`config.mk`:
```
export PLATFORM = sky130hd
export DESIGN_NAME = student_or_reduce_pipe
export DESIGN_NICKNAME = d
export VERILOG_FILES = /design/src/rtl/student_or_reduce_pipe.sv
export SDC_FILE = /design/constraint.sdc
export NUM_CORES = 1
export LEC_CHECK = 0
export CAP_MARGIN = 0
export CORE_ASPECT_RATIO = 0.7
export CORE_UTILIZATION = 36
export CTS_CLUSTER_DIAMETER = 30
export DETAILED_ROUTE_END_ITERATION = 16
export PLACE_DENSITY = 0.69
export SYNTH_ARGS = -nofsm -noshare
export SYNTH_HDL_FRONTEND = slang
export SYNTH_SLANG_ARGS = --single-unit
```
`constraint.sdc`:
```
create_clock -name clk_i -period 1.1 [get_ports clk_i]
set_input_delay 0.165 -clock clk_i [delete_from_list [all_inputs] [get_ports clk_i]]
set_output_delay 0.165 -clock clk_i [all_outputs]
set_load 0.03 [all_outputs]
```
`src/rtl/student_or_reduce_pipe.sv`:
```
// Pipelined OR-reduction tree with valid/ready handshake and a sticky any-one flag.
// One tree level is registered per cycle; the whole pipeline stalls together.

module student_or (
    input  logic a_i,
    input  logic b_i,
    output logic y_o
);
    assign y_o = a_i | b_i;
endmodule

module student_or_reduce_pipe #(
    parameter int WIDTH = 16
) (
    input  logic             clk_i,
    input  logic             reset_i,
    input  logic [WIDTH-1:0] in_i,
    input  logic             in_valid_i,
    output logic             in_ready_o,
    output logic             out_o,
    output logic             out_valid_o,
    input  logic             out_ready_i,
    output logic             sticky_o,
    input  logic             sticky_clear_i
);
    localparam int LEVELS = (WIDTH <= 2) ? 1 : $clog2(WIDTH);
    localparam int PAD    = 1 << LEVELS;

    logic [PAD-1:0]     in_pad;
    logic [2*PAD-1:1]   node;
    logic [PAD-1:1]     node_q;
    logic [PAD-1:1]     node_d;
    logic [LEVELS:1]    v_q;
    logic [LEVELS:1]    v_d;
    logic               sticky_q;
    logic               sticky_d;
    logic               advance;
    logic               out_xfer;

    always_comb begin
        in_pad              = '0;
        in_pad[WIDTH-1:0]   = in_i;
    end

    // Heap-indexed tree: node i is the OR of nodes 2i and 2i+1; leaves are the padded input.
    assign node = {in_pad, node_q};

    genvar gi;
    for (gi = 1; gi < PAD; gi++) begin : g_or
        student_or u_or (
            .a_i (node[2*gi]),
            .b_i (node[2*gi+1]),
            .y_o (node_d[gi])
        );
    end

    assign advance  = v_q[LEVELS] ? out_ready_i : 1'b1;
    assign out_xfer = v_q[LEVELS] & out_ready_i;

    always_comb begin
        v_d    = '0;
        v_d[1] = in_valid_i;
        for (int k = 2; k <= LEVELS; k++) begin
            v_d[k] = v_q[k-1];
        end
    end

    // A set on a 1-transfer takes priority over a coincident clear.
    always_comb begin
        sticky_d = sticky_q;
        if (out_xfer & node_q[1]) begin
            sticky_d = 1'b1;
        end else if (sticky_clear_i) begin
            sticky_d = 1'b0;
        end
    end

    always_ff @(posedge clk_i or posedge reset_i) begin
        if (reset_i) begin
            node_q   <= '0;
            v_q      <= '0;
            sticky_q <= 1'b0;
        end else begin
            if (advance) begin
                node_q <= node_d;
                v_q    <= v_d;
            end
            sticky_q <= sticky_d;
        end
    end

    assign in_ready_o  = advance;
    assign out_o       = node[1];
    assign out_valid_o = v_q[LEVELS];
    assign sticky_o    = sticky_q;
endmodule

```
## Yosys cells after proc, flatten, opt, wreduce, memory -nomap -nowiden

Index checks and enable logic that the tools add are counted.

| storage, ports and cells | value |
|---|---|
| bits in registers | 20 |
| logic and storage cells | 24 |
| input port bits | 21 |
| output and inout port bits | 4 |

| cells by class | value |
|---|---|
| mux-type cells | 3 |
| bitwise operators | 17 |
| reduce and logical (&&, ||, !) cells | 1 |

Operators by type and width:

| operator | count |
|---|---|
| $or 1x1->1 | 15 |
| $mux 1 | 3 |
| $and 1x1->1 | 2 |
| $reduce_bool 2->1 | 1 |

## Logic depth before layout (Yosys ltp)

Gate-level depths: netlist (run 1).

| depth | value |
|---|---|
| word-level depth | 3 |
| depth in mapped cells | 5 |
| mapped depth without buffers | 2 |

## Hierarchy

A second synthesis (run 1) with hierarchy kept.

| second synthesis, totals | value |
|---|---|
| cell total of the unflattened synthesis | 61 |
| area total of the unflattened synthesis | 924.6 um^2 |

Modules (own cells, without submodules):

| module | times used | area an instance (um^2) | cells an instance | seq. area each (um^2) |
|---|---|---|---|---|
| student_or_reduce_pipe | 1 | 830.8 | 46 | 500.5 |
| student_or | 15 | 6.3 | 1 | 0.0 |

## Worst setup path before layout (run 1)

OpenSTA, ideal clock, no wires.

| timing | value |
|---|---|
| path type | register -> register |
| from | reg v_q[4] (netlist bit) |
| to | reg v_q[1] (netlist bit) |
| stages on the path, launching flop included | 4 |
| arrival | 1.102 ns |
| slack | -0.127 ns |
| data required time | 0.975 ns |
| path buffers | 1 |
| cell sequence | dfrtp_1 > nand2b_4 > buf_6 > mux2_4 |

| on the way | value |
|---|---|
| longest elaborated chain between the ends | 1 |

RTL lines:

| element | RTL line | RTL |
|---|---|---|
| start, declared | 33 | `logic [LEVELS:1] v_q;` |
| start signal, assigned | 86 | `v_q <= v_d;` |
| $mux 1 | 57 | `assign advance = v_q[LEVELS] ? out_ready_i : 1'b1;` |

No other way between the ends.
A chain may end at the register's enable or synchronous reset.

## Worst setup path in the final report (run 1)

| timing | value |
|---|---|
| from | reg v_q[4] (netlist bit) |
| to | out in_ready_o |

| on the way | value |
|---|---|
| longest elaborated chain between the ends | 1 |

RTL lines:

| element | RTL line | RTL |
|---|---|---|
| $mux 1 | 57 |  |
| end, declared | 19 | `output logic in_ready_o,` |

No other way between the ends.

==> flow_metrics.py, run 1 <==
metrics = {
    "critical_path": {
        "cp_data_required_time_ns": 0.94,
        "critPathMaxFanout": 3,
        "r2r-end": "v_q[3]$_DFFE_PP0P_",
        "r2r-start": "v_q[4]$_DFFE_PP0P_",
        "crit_type": "register to output pin",
        "rrSetupSlack_ns": -0.05,
        "worstPathArrival_ns": 1.06,
        "worstSetupStartpointType": "register",
        "end_kind": "output pin",
        "rr_worst_depth": 4,
    },
    "outcome": {
        "status": "complete, but fails checks",
        "violations": "setup timing",
    },
    "synth": {
        "synthCells": 79,
        "synth.avg_cell_area_um2": 10.9,
        "ys_ff_latch": 20,
        "synth.area.top_cells": "dfrtp_1 58%, nor3b_1 13%, a21oi_1 8.7%, nor2_1 6.5%, buf_6 3.9%",
        "synthesis.area_um2": 865,
        "synth_top_area_share_pct": 57.9,
        "synth_area_leader_cell": "dfrtp_1",
        "synth_nets": 100,
        "yosys_warnings": 0,
        "ys_seq_area_share_pct": 57.9,
        "synth_cell_types": 13,
    },
    "sta": {
        "final_max_slew_viol_count": 0,
        "tightest_slew_ns": 0.225,
        "rsz0062_at_grt": "yes",
        "min_period_ns": 1.23,
        "finalClockSkew_ns": 0.0150,
        "finalCritPeriodShare_pct": 112,
        "setup_viol": 5,
        "relSlewSlack_pct": 85.0,
        "finalHoldViolations": 0,
        "layout_setup_ws_ns": -0.130,
        "max_freq_mhz": 813,
    },
    "global_route": {
        "antenna_found_initial": 0,
        "grt_pass1_vias": 670,
        "gr-usage-all-layers_pct": 15.1,
        "grt_pass1_wl_mm": 2.81,
        "grt.overflow.total": 0,
        "grt_max_degree": 21,
    },
    "clocking": {
        "cts_buffers": 3,
        "cts_hold_buf": 0,
        "htree_num_levels": 1,
        "clkSinkCount": 20,
        "cts_root_buf": "clkbuf_4",
        "path_clk_slew_ns": 0.12,
        "cts_tree": "yes",
        "cts.path.max_buffers": 2,
        "insertion_delay_ns": 0.32,
    },
    "hold_path": {
        "hp-class": "primary input to asynchronous set/reset pin",
    },
    "cells_and_area": {
        "area_growth_pct": 59.0,
        "regArea_um2": 502,
        "final_cells": 145,
        "n_fill_cell": 189,
        "layout-drive-gt1-share_pct": 28.3,
        "fin_util_pct": 62.3,
        "antenna_cells": 0,
        "num-nets-final": 135,
        "multi_input_comb_area_um2": 368,
    },
    "flow_run": {
        "maxCapViolCount": 0,
    },
    "routing": {
        "vias": 717,
        "ant_nets": 0,
        "drtIter0Drc": 28,
        "routed_wl_mm": 1.84,
        "drc": 0,
        "dr.pass1.iters": 4,
        "drt-wirelength-per-cell_um": 12.7,
        "routed_via_density": 4.94,
    },
    "floorplanning": {
        "die_h_um": 43,
        "die_x_um": 60.6,
        "core_area_mm2": 0.00221,
        "initial_utilization_pct": 39.2,
        "num_rows": 14,
        "ios": 25,
        "die_area_mm2": 0.00260,
    },
    "pwr": {
        "ir_drop_v": 0.000763,
        "total_leakage_power_uw": 0.000535,
        "power_density_mw_per_mm2": 1970,
        "total_power_uw": 2710,
    },
    "place": {
        "pre_cts_slack_ns": -0.190,
        "dp_cells": 136,
        "finalWeightedCongestion": 0.699,
        "dp_hpwl_mm": 1.07,
        "port_buffers": 24,
    },
}
-- power breakdown --
group / switching [µW] / leakage, µW / internal [µW]
Combinational: 416 / 0.000307 / 680
Sequential: 114 / 0.000200 / 891
Clock: 236 / 0.0000279 / 369
-- cell families after synthesis --
kind of cell / synth area share (%)
simple gates: 22.4
flops: 57.9
compound gates: 9.26
buf+inv: 5.64
mux: 4.78
-- registers in the layout, indices dropped and copies added (netlist names) --
signal,count
v_q,4
sticky_o,1
node_q,15
-- cell type report --
| type | instances | area share [%] |
|---|---|---|
| clock buffers | 3 | 1.64 |
| clock inverters | 1 | 2.18 |
| inverters | 2 | 0.546 |
| multi-input cells | 52 | 26.8 |
| flip-flops and latches | 20 | 36.5 |
| well taps | 32 | 2.91 |
| repair buffers | 35 | 29.5 |
-- layout by cell type (no fill, tap or decap), types with 3 or more instances in the layout --
master / Yosys / routed
a21oi_1: 15 / 12
a21oi_2: 0 / 3
buf_4: 0 / 3
buf_6: 3 / 6
buf_8: 0 / 3
clkbuf_4: 0 / 3
clkdlybuf4s50_1: 0 / 20
dfrtp_1: 20 / 19
mux2_4: 2 / 3
nor2_1: 15 / 15
nor3b_1: 15 / 10
nor3b_2: 0 / 3
-- what timing repair did --
action,in CTS,in global routing
resized for setup,6,17
setup buffers,2,1
setup endpoints to repair,2,12
gates cloned,0,2
endpoints found under the hold margin,0,0
-- stage by stage --
stage | area [µm²] | hold slack (ns) | setup TNS [ns]
after floorplan | 866 | 0.129 | -0.0718
final | 1380 | 0.150 | -0.388
after global routing | 1380 | 0.184 | -0.627
after global placement | 1150 | 0.447 | -2.13
after CTS | 1240 | 0.152 | -0.228
after detailed placement | 1150 | 0.449 | -2.58
-- critical path, cell delays in order, from the launching register on --
cell and delay, ns:
dfrtp_2 0.45, nand2b_4 0.08, buf_6 0.10, buf_6 0.12
-- cell usage after synthesis (all sizes together) --
master  number
dfrtp       20
a21oi       15
nor2        15
nor3b       15
buf          3
mux2         3
clkbuf       2
inv          2
nand2b       2
nand3        1
o21ai        1
-- worst max-delay path by stage --
stage	start	slack, ns	cells after the start	end
floorplan	v_q[4]$_DFFE_PP0P_	-0.04	3	v_q[1]$_DFFE_PP0P_
global placement	out_ready_i	-0.16	3	v_q[3]$_DFFE_PP0P_
detailed placement	out_ready_i	-0.19	3	v_q[3]$_DFFE_PP0P_
CTS	v_q[4]$_DFFE_PP0P_	-0.13	3	in_ready_o
global route	v_q[4]$_DFFE_PP0P_	-0.18	3	in_ready_o
finish	v_q[4]$_DFFE_PP0P_	-0.13	3	in_ready_o
-- routing by layer --
layer / part of all wire (%) / GRT usage [%]
met5: 0 / 0
met4: 1.7 / 6.82
met3: 4.7 / 4.57
met2: 50 / 25.3
met1: 44 / 17.5
(Power assumes the default switching activity.)
==> run 2: changes to the inputs <==
- CAP_MARGIN: 0 -> not set
==> results of run 2 <==
The final DEF is identical to that of run 1; final timing and power are the same.
==> run 3: changes to the inputs <==
- ABC_AREA: not set -> 0
- CAP_MARGIN: not set -> 10
==> results of run 3 <==
The final DEF is identical to that of run 1; final timing and power are the same.
